--- config.mk ---
export PLATFORM = sky130hd
export DESIGN_NAME = branch_resolver
export DESIGN_NICKNAME = d
export VERILOG_FILES = /design/src/rtl/branch_pkg.sv /design/src/rtl/branch_cond.sv /design/src/rtl/branch_resolver.sv
export SDC_FILE = /design/constraint.sdc
export NUM_CORES = 1
export LEC_CHECK = 0
export BUFFER_PORTS_ARGS = -buffer_cell sky130_fd_sc_hd__buf_2
export CAP_MARGIN = 0
export CORE_ASPECT_RATIO = 1.1
export CORE_MARGIN = 3
export CORE_UTILIZATION = 30
export DETAILED_ROUTE_END_ITERATION = 8
export GPL_TIMING_DRIVEN = 0
export PLACE_DENSITY = 0.52
export SYNTH_ARGS = -nofsm -noshare
export SYNTH_HDL_FRONTEND = slang
export SYNTH_SLANG_ARGS = --single-unit
export TNS_END_PERCENT = 10
--- constraint.sdc ---
create_clock -name clk -period 3.4 [get_ports clk]
set_input_delay 0.17 -clock clk [delete_from_list [all_inputs] [get_ports clk]]
set_output_delay 0.17 -clock clk [all_outputs]
set_load 0.02 [all_outputs]
--- src/rtl/branch_pkg.sv ---
// Shared branch encodings: B-type funct3 codes and the flag-vector bit layout used by the flagger.
// Purely declarative; no timing or flow-control behaviour of its own.
package branch_pkg;

  localparam logic [2:0] F3_BEQ  = 3'b000;
  localparam logic [2:0] F3_BNE  = 3'b001;
  localparam logic [2:0] F3_BLT  = 3'b100;
  localparam logic [2:0] F3_BGE  = 3'b101;
  localparam logic [2:0] F3_BLTU = 3'b110;
  localparam logic [2:0] F3_BGEU = 3'b111;

  localparam int FLAG_EQ   = 0;
  localparam int FLAG_NE   = 1;
  localparam int FLAG_LT   = 2;
  localparam int FLAG_GT   = 3;
  localparam int FLAG_LTU  = 4;
  localparam int FLAG_GTU  = 5;
  localparam int NUM_FLAGS = 6;

  typedef logic [NUM_FLAGS-1:0] flag_vec_t;

  // 010 and 011 are the only unassigned B-type encodings.
  function automatic logic f3_illegal(input logic [2:0] funct3);
    return (funct3 == 3'b010) || (funct3 == 3'b011);
  endfunction

endpackage

--- src/rtl/branch_cond.sv ---
// Branch condition decode: funct3 against the comparison flag vector.
// Combinational, zero latency; no flow control.
module branch_cond
  import branch_pkg::*;
(
  input  logic [2:0] funct3,
  input  flag_vec_t  flags,
  output logic       taken,
  output logic       illegal
);

  // Greater-than flags are part of the shared vector but no B-type branch needs them.
  logic unused_gt_flags;
  assign unused_gt_flags = flags[FLAG_GT] ^ flags[FLAG_GTU];

  always_comb begin
    taken   = 1'b0;
    illegal = f3_illegal(funct3);
    case (funct3)
      F3_BEQ:  taken = flags[FLAG_EQ];
      F3_BNE:  taken = flags[FLAG_NE];
      F3_BLT:  taken = flags[FLAG_LT];
      F3_BGE:  taken = ~flags[FLAG_LT];
      F3_BLTU: taken = flags[FLAG_LTU];
      F3_BGEU: taken = ~flags[FLAG_LTU];
      default: taken = 1'b0;
    endcase
  end

endmodule

--- src/rtl/branch_resolver.sv ---
// Resolves branch flags into taken/target/next-PC/mispredict; 2-stage elastic pipe, 2 edges accept-to-output.
// Valid/ready on both sides, full throughput; flush empties both stages. Stats counters under BRANCH_RESOLVER_STATS_EN.
module branch_resolver
  import branch_pkg::*;
#(
  parameter int WORDSIZE    = 64,
  parameter int INSTR_BYTES = 4,
  parameter int STAT_WIDTH  = 32
) (
  input  logic                clk,
  input  logic                reset,
  input  logic                in_valid,
  output logic                in_ready,
  input  logic [2:0]          in_funct3,
  input  logic [WORDSIZE-1:0] in_pc,
  input  logic [WORDSIZE-1:0] in_imm,
  input  logic                in_pred_taken,
  input  logic                flag_equal,
  input  logic                flag_not_equal,
  input  logic                flag_less,
  input  logic                flag_greater,
  input  logic                flag_u_less,
  input  logic                flag_u_greater,
  input  logic                flush,
  output logic                out_valid,
  input  logic                out_ready,
  output logic                out_taken,
  output logic [WORDSIZE-1:0] out_target,
  output logic [WORDSIZE-1:0] out_next_pc,
  output logic                out_mispredict,
  output logic                out_illegal,
  output logic                out_misaligned
`ifdef BRANCH_RESOLVER_STATS_EN
  ,
  output logic [STAT_WIDTH-1:0] stat_branches,
  output logic [STAT_WIDTH-1:0] stat_taken,
  output logic [STAT_WIDTH-1:0] stat_mispredict
`endif
);

  localparam logic [WORDSIZE-1:0] PC_STEP    = WORDSIZE'(INSTR_BYTES);
  localparam logic [WORDSIZE-1:0] ALIGN_MASK = WORDSIZE'(INSTR_BYTES - 1);

  logic                s1_valid;
  logic                s1_taken;
  logic                s1_illegal;
  logic                s1_pred;
  logic [WORDSIZE-1:0] s1_pc;
  logic [WORDSIZE-1:0] s1_target;

  logic      s1_adv, s2_adv, accept;
  logic      c_taken, c_illegal;
  flag_vec_t in_flags;

  assign s2_adv   = ~out_valid | out_ready;
  assign s1_adv   = ~s1_valid | s2_adv;
  assign in_ready = s1_adv & ~flush;
  assign accept   = in_valid & in_ready;

  always_comb begin
    in_flags            = '0;
    in_flags[FLAG_EQ]   = flag_equal;
    in_flags[FLAG_NE]   = flag_not_equal;
    in_flags[FLAG_LT]   = flag_less;
    in_flags[FLAG_GT]   = flag_greater;
    in_flags[FLAG_LTU]  = flag_u_less;
    in_flags[FLAG_GTU]  = flag_u_greater;
  end

  branch_cond u_cond (
    .funct3  (in_funct3),
    .flags   (in_flags),
    .taken   (c_taken),
    .illegal (c_illegal)
  );

  // S1: condition and target resolved here; flags are never looked at again.
  always_ff @(posedge clk) begin
    if (reset) begin
      s1_valid   <= 1'b0;
      s1_taken   <= 1'b0;
      s1_illegal <= 1'b0;
      s1_pred    <= 1'b0;
      s1_pc      <= '0;
      s1_target  <= '0;
    end else begin
      if (flush)       s1_valid <= 1'b0;
      else if (s1_adv) s1_valid <= in_valid;
      if (accept) begin
        s1_taken   <= c_taken;
        s1_illegal <= c_illegal;
        s1_pred    <= in_pred_taken;
        s1_pc      <= in_pc;
        s1_target  <= in_pc + in_imm;
      end
    end
  end

  // S2: out_* are the stage registers, so they hold while the consumer stalls.
  always_ff @(posedge clk) begin
    if (reset) begin
      out_valid      <= 1'b0;
      out_taken      <= 1'b0;
      out_target     <= '0;
      out_next_pc    <= '0;
      out_mispredict <= 1'b0;
      out_illegal    <= 1'b0;
      out_misaligned <= 1'b0;
    end else begin
      if (flush)       out_valid <= 1'b0;
      else if (s2_adv) out_valid <= s1_valid;
      if (s1_valid && s2_adv) begin
        out_taken      <= s1_taken;
        out_target     <= s1_target;
        out_next_pc    <= s1_taken ? s1_target : s1_pc + PC_STEP;
        out_mispredict <= (s1_taken != s1_pred) | s1_illegal;
        out_illegal    <= s1_illegal;
        out_misaligned <= s1_taken & ((s1_target & ALIGN_MASK) != '0);
      end
    end
  end

`ifdef BRANCH_RESOLVER_STATS_EN
  // A result leaving during a flush was never delivered, so it is not counted.
  logic out_fire;
  assign out_fire = out_valid & out_ready & ~flush;

  always_ff @(posedge clk) begin
    if (reset) begin
      stat_branches   <= '0;
      stat_taken      <= '0;
      stat_mispredict <= '0;
    end else if (out_fire) begin
      stat_branches <= stat_branches + 1'b1;
      if (out_taken)      stat_taken      <= stat_taken + 1'b1;
      if (out_mispredict) stat_mispredict <= stat_mispredict + 1'b1;
    end
  end
`else
  localparam int unused_stat_width = STAT_WIDTH;
`endif

endmodule

==> results of run 1 <==
-- power groups by stage --
stage	logic, mW	registers, mW	clock network [mW]
3_5_place_dp	1.48	3.41	0
2_1_floorplan	0.935	3.40	0
3_3_place_gp	1.48	3.40	0
6_report	1.57	3.34	3.50
5_1_grt	1.72	3.35	3.69
4_1_cts	1.56	3.34	3.58
-- layer usage --
metal	wire length, um	vias up	GRT usage
met5	0	-	0
met1	27300	7430	0.303
li1	-	7619	-
met2	29900	482	0.401
met3	3440	92	0.0236
met4	1980	0	0.0741
-- synth_stat cells, types with 24 or more instances --
cell type	n	area share
a21oi_1	316	0.11
nand3_1	41	0.014
a21o_1	39	0.020
clkbuf_1	95	0.024
dfxtp_1	265	0.36
ha_1	64	0.054
xor2_1	54	0.032
nor2_1	64	0.016
nand4_1	30	0.013
inv_1	26	0.0066
xnor2_1	54	0.032
nor3_1	24	0.0081
o21ai_0	80	0.027
nand2_1	588	0.15
-- kinds of logic after synthesis --
kind of cell | synth area share
mux | 0.00678
xor+xnor | 0.0640
compound gates | 0.223
fa+ha+maj | 0.0556
flops | 0.359
buf+inv | 0.0404
simple gates | 0.251
-- tightest hold or removal path: cells and delay by family --
family	cells	cell delay (ns)
AOI/OAI and AO/OA	1	0.11
buffers and inverters	1	0.11
adders and majority gates	1	0.18
and+or+nand+nor	1	0.05
-- metrics by stage --
step	TNS [ns]	hold slack (ns)
after floorplan	0	0.249
after global placement	-0.921	0.370
after detailed placement	-0.962	0.379
after CTS	0	0.0571
after global routing	-0.0228	0.121
final	0	0.0857
-- worst max path at each step --
stage               cells past startpoint  slack, ns         endpoint       from
finish                                  7       0.06  out_next_pc[44]  out_valid
global route                           13      -0.02    s1_target[60]   in_pc[9]
CTS                                    13      0.005    s1_target[60]   in_pc[9]
detailed placement                     13      -0.37    s1_target[62]   in_pc[0]
global placement                       13      -0.34    s1_target[62]   in_pc[0]
floorplan                              12       0.50    s1_target[54]   in_pc[0]
-- state kept, by name, indices dropped and copies added, names as in the netlist --
| name | flops |
|---|---|
| s1_target | 64 |
| out_valid | 1 |
| s1_taken | 1 |
| out_misaligned | 1 |
| s1_pc | 64 |
| s1_illegal | 1 |
| out_target | 64 |
| out_illegal | 1 |
| out_next_pc | 64 |
| s1_valid | 1 |
| out_mispredict | 1 |
| out_taken | 1 |
| s1_pred | 1 |
-- what timing repair did --
item	in CTS	in global routing
hold buffers	72	0
hold endpoints to repair	70	0
buffers inserted	0	0
gates resized for setup	0	10
endpoints found under the setup margin	0	11
-- area by class of cell --
type	instances	area share
buffer	127	0.0266
clock buffer	43	0.0463
clock inverter	13	0.0101
inverter	26	0.00520
multi-input combinational	1581	0.475
sequential	265	0.282
tap	645	0.0430
timing repair buffer	345	0.111
==> impl_metrics.tcl, run 1 <==
set metrics [dict create \
    path_class "reg2reg" \
    clkPwrFrac 0.416 \
    crit_arrival_ns 3.83 \
    dp_cells 2917 \
    async_reset_ff_frac 0 \
    clockBufferDepth 3 \
    crit_path_end_kind "flip-flop" \
    fillers 5124 \
    drive_gt1_frac 0.157 \
    rsz0062_at_grt "true" \
    vias 15600 \
    switchingPower_mw 2.53 \
    period_minus_slack_ns 3.34 \
    hold_viol 0 \
    antenna_left 0 \
    tightest_slew_ns 1.12 \
    cts_tree "yes" \
    layout_setup_ws_ns 0.0640 \
    layout_commonest_cell "nand2_1" \
    fin_skew_ns 0.0380 \
    cp.required_ns 3.89 \
    p_comb_frac 0.187 \
    coreArea_um2 48200 \
    cp_common_cell "clkbuf_1" \
    fin_crit_sh 0.981 \
    min-delay-start "in_imm[1]" \
    h-tree-depth 1 \
    seqPwrFrac 0.397 \
    root_buffer "clkbuf_16" \
    die_area_um2 51900 \
    cts.sinks 265 \
    die_y_um 239 \
    final_cell_mix "nand2_1 (588), a21oi_1 (315), buf_2 (285)" \
    drcViolationCount 0 \
    switching_share 0.301 \
    multiInputGateArea_um2 8930 \
    cpMaxStageDelayCell "clkbuf_1" \
    insertedDiodeCount 0 \
    first_global_vias 15200 \
    syn_nets 2207 \
    cp_cell_sequence "nor2b_1 -> nand2b_1 -> clkbuf_1 -> clkbuf_1 -> clkbuf_1 -> nand2_1 -> a21oi_1" \
    reg2reg_depth 7 \
    ys_seq_area_frac 0.359 \
    post_drt_wl_per_cell_um 20.6 \
    hpwl_mm 49.3 \
    synth_cells 1999 \
    max-slew-margin-rel 0.251 \
    die_w_um 218 \
    pin_count 277 \
    hold_end "s1_target[1]" \
    worstSkewPairLatency_ns 0.60 \
    syn_area_um2 14800 \
    path_delay_family "buffers and inverters" \
    fin_util 0.389 \
    regToRegStartpoint "out_valid" \
    grt_pass1_wl_mm 92.0 \
    numCtsBuffers 30 \
    drv_slew 0 \
    hold_depth 4 \
    drtIter0Drc 1059 \
    peakVddDrop_uv 396 \
    ys_seq_elements 265 \
    antenna_found_initial 0 \
    final_nets 2584 \
    regArea_um2 5310 \
    first_pass_iters 5 \
    grt_overflow 0 \
    design_area_um2 18800 \
    place_congestion 0.913 \
    syn2layout_area_growth_pct 27.2 \
    row_count 84 \
    r2r_setup_slack_ns 0.06 \
    power.total_mw 8.42 \
    yosysWarnings 0 \
    p_int_mw 5.88 \
    start_util 0.306 \
    wl_mm 62.6 \
    status "completed" \
    fmax_mhz 300 \
    dp_slack_ns -0.366 \
    setup_viol 0 \
    max_stage_delay_ns 0.84 \
    powerDensity_nw_per_um2 448 \
    synth_cell_type_count 76 \
    grt_max_degree 16 \
    drv_cap 0 \
    syn_avg_cell_area_um2 7.39 \
    hold_class "in2reg" \
    synth-edff-count 0 \
    clk_pin_slew_worst_paths_ns 0.06 \
    place_area_um2 16900 \
    r2r_end "out_next_pc[44]" \
    crit_buf_inv 3 \
    port_buffers 273 \
    power.leakage_nw 7.42 \
    critPathLaunchType "flip-flop" \
    grt_usage 0.231 \
    synth-main-ff-cell "dfxtp_1" \
    path_max_fanout 10 \
    vias_per_cell 5.13 \
    final_cells 3045 \
]
Power figures use the tool's default switching activity.
==> inputs of run 2 (changes only) <==
--- a/config.mk
+++ b/config.mk
@@ -7,12 +7,14 @@
 export LEC_CHECK = 0
 export BUFFER_PORTS_ARGS = -buffer_cell sky130_fd_sc_hd__buf_2
 export CAP_MARGIN = 0
+export CELL_PAD_IN_SITES_DETAIL_PLACEMENT = 0
+export CELL_PAD_IN_SITES_GLOBAL_PLACEMENT = 1
 export CORE_ASPECT_RATIO = 1.1
 export CORE_MARGIN = 3
 export CORE_UTILIZATION = 30
 export DETAILED_ROUTE_END_ITERATION = 8
 export GPL_TIMING_DRIVEN = 0
-export PLACE_DENSITY = 0.52
+export PLACE_DENSITY = 0.67
 export SYNTH_ARGS = -nofsm -noshare
 export SYNTH_HDL_FRONTEND = slang
 export SYNTH_SLANG_ARGS = --single-unit
==> impl_metrics.tcl, run 2 (same netlist as run 1, synthesis figures left out) <==
set metrics [dict create \
    status "completed" \
    drv_slew 0 \
    hold_class "in2reg" \
    drive_gt1_frac 0.158 \
    dp_slack_ns -0.480 \
    reg2reg_depth 11 \
    drv_cap 0 \
    final_cells 3048 \
    place_congestion 0.908 \
    grt_pass1_wl_mm 92.5 \
    period_minus_slack_ns 3.35 \
    fin_skew_ns 0.0114 \
    drtIter0Drc 964 \
    setup_viol 0 \
    die_y_um 239 \
    grt_usage 0.235 \
    worstSkewPairLatency_ns 0.54 \
    hpwl_mm 49.6 \
    max-slew-margin-rel 0.205 \
    fin_crit_sh 0.984 \
    final_cell_mix "nand2_1 (588), a21oi_1 (316), buf_2 (285)" \
    powerDensity_nw_per_um2 468 \
    tightest_slew_ns 1.19 \
    pin_count 277 \
    antenna_found_initial 1 \
    port_buffers 273 \
    syn2layout_area_growth_pct 27.9 \
    vias_per_cell 5.10 \
    peakVddDrop_uv 352 \
    row_count 84 \
    crit_path_end_kind "flip-flop" \
    path_class "in2reg" \
    power.leakage_nw 7.48 \
    vias 15500 \
    fmax_mhz 299 \
    start_util 0.306 \
    drcViolationCount 0 \
    fillers 5136 \
    dp_cells 2917 \
    hold_depth 4 \
    cp.required_ns 3.84 \
    antenna_left 0 \
    cts.sinks 265 \
    clockBufferDepth 3 \
    die_w_um 218 \
    rsz0062_at_grt "true" \
    layout_commonest_cell "nand2_1" \
    final_nets 2586 \
    clk_pin_slew_worst_paths_ns 0.06 \
    h-tree-depth 2 \
    coreArea_um2 48200 \
    first_pass_iters 5 \
    cp_cell_sequence "dlygate4sd3_1 -> buf_2 -> ha_1 -> o21ai_0 -> nor2_2 -> a211oi_4 -> o21ai_2 -> a22oi_2 -> a21boi_2 -> o31ai_4 -> a211oi_1 -> or3_1 -> a32o_1" \
    grt_max_degree 13 \
    insertedDiodeCount 0 \
    post-cts-setup-buffers 0 \
    crit_arrival_ns 3.78 \
    first_global_vias 15100 \
    hold_viol 0 \
    die_area_um2 51900 \
    cts_tree "yes" \
    grt_overflow 0 \
    root_buffer "clkbuf_16" \
    path_max_fanout 5 \
    critPathLaunchType "input port" \
    layout_setup_ws_ns 0.0535 \
    cpMaxStageDelayCell "dlygate4sd3_1" \
    max_stage_delay_ns 0.54 \
    post_drt_wl_per_cell_um 20.6 \
    wl_mm 62.7 \
    numCtsBuffers 34 \
]
## run 2: cell count changes in the layout (fill, tap and decap cells not counted), sizes merged
cell / previous run / this run
bufinv: 4 / 5
clkinv: 8 / 6
dlygate4sd3: 72 / 70
clkinvlp: 1 / 2
clkbuf: 138 / 142
inv: 26 / 27
## run 2: worst max-delay path: cells and delay by family
kind                     cells  cell delay (ns)
adder cells (fa/ha/maj)      1             0.34
buffers and inverters        2             0.68
AND/OR/NAND/NOR              2             0.44
AO/OA/AOI/OAI                8             2.14
## run 2: metal layers
layer,track usage,share of wire
met5,0,0.00021
met4,0.0726,0.029
met3,0.0395,0.056
met2,0.394,0.47
met1,0.311,0.45
## run 2: area by class of cell
class                   instances  area, um2  area share
clock buffers                  47       1000      0.0531
repair buffers                343       2070       0.109
well taps                     645        807      0.0427
flip-flops and latches        265       5310       0.281
clock inverters                14        204      0.0108
inverters                      26       97.6     0.00516
multi-input cells            1581       8910       0.472
plain buffers                 127        499      0.0264
## run 2: stage by stage
step / area, um2 / hold slack (ns) / TNS, ns / power (mW) / utilization
floorplan: 14800 / 0.249 / 0 / 4.33 / -
global route: 18900 / 0.0666 / -0.107 / 9.21 / 0.392
global placement: 16900 / 0.377 / -2.79 / 4.88 / 0.351
CTS: 18900 / 0.00451 / 0 / 8.91 / 0.391
detailed placement: 16900 / 0.377 / -3.00 / 4.89 / 0.351
finish: 18900 / 0.0263 / 0 / 8.84 / 0.392
## run 2: worst paths after layout
| check | startpoint | slack [ns] | end |
|---|---|---|---|
| setup / recovery | in_pc[4] | 0.05 | s1_target[62] |
| hold / removal | in_imm[0] | 0.03 | s1_target[0] |
| setup reg to reg | s1_pc[2] | 0.21 | out_next_pc[58] |
| hold reg to reg | out_target[49] | 0.45 | out_target[49] |
## run 2: timing repair
item | in CTS | in global routing
gates resized for setup | 0 | 6
hold endpoints to repair | 68 | 0
endpoints found under the setup margin | 0 | 13
hold buffers | 70 | 0
## run 2: power by group
| group | total, mW | internal, mW | switching, mW |
|---|---|---|---|
| logic | 1.56 | 0.573 | 0.988 |
| clock network | 3.94 | 2.45 | 1.49 |
| registers | 3.34 | 3.23 | 0.115 |
| total | 8.84 | 6.25 | 2.59 |
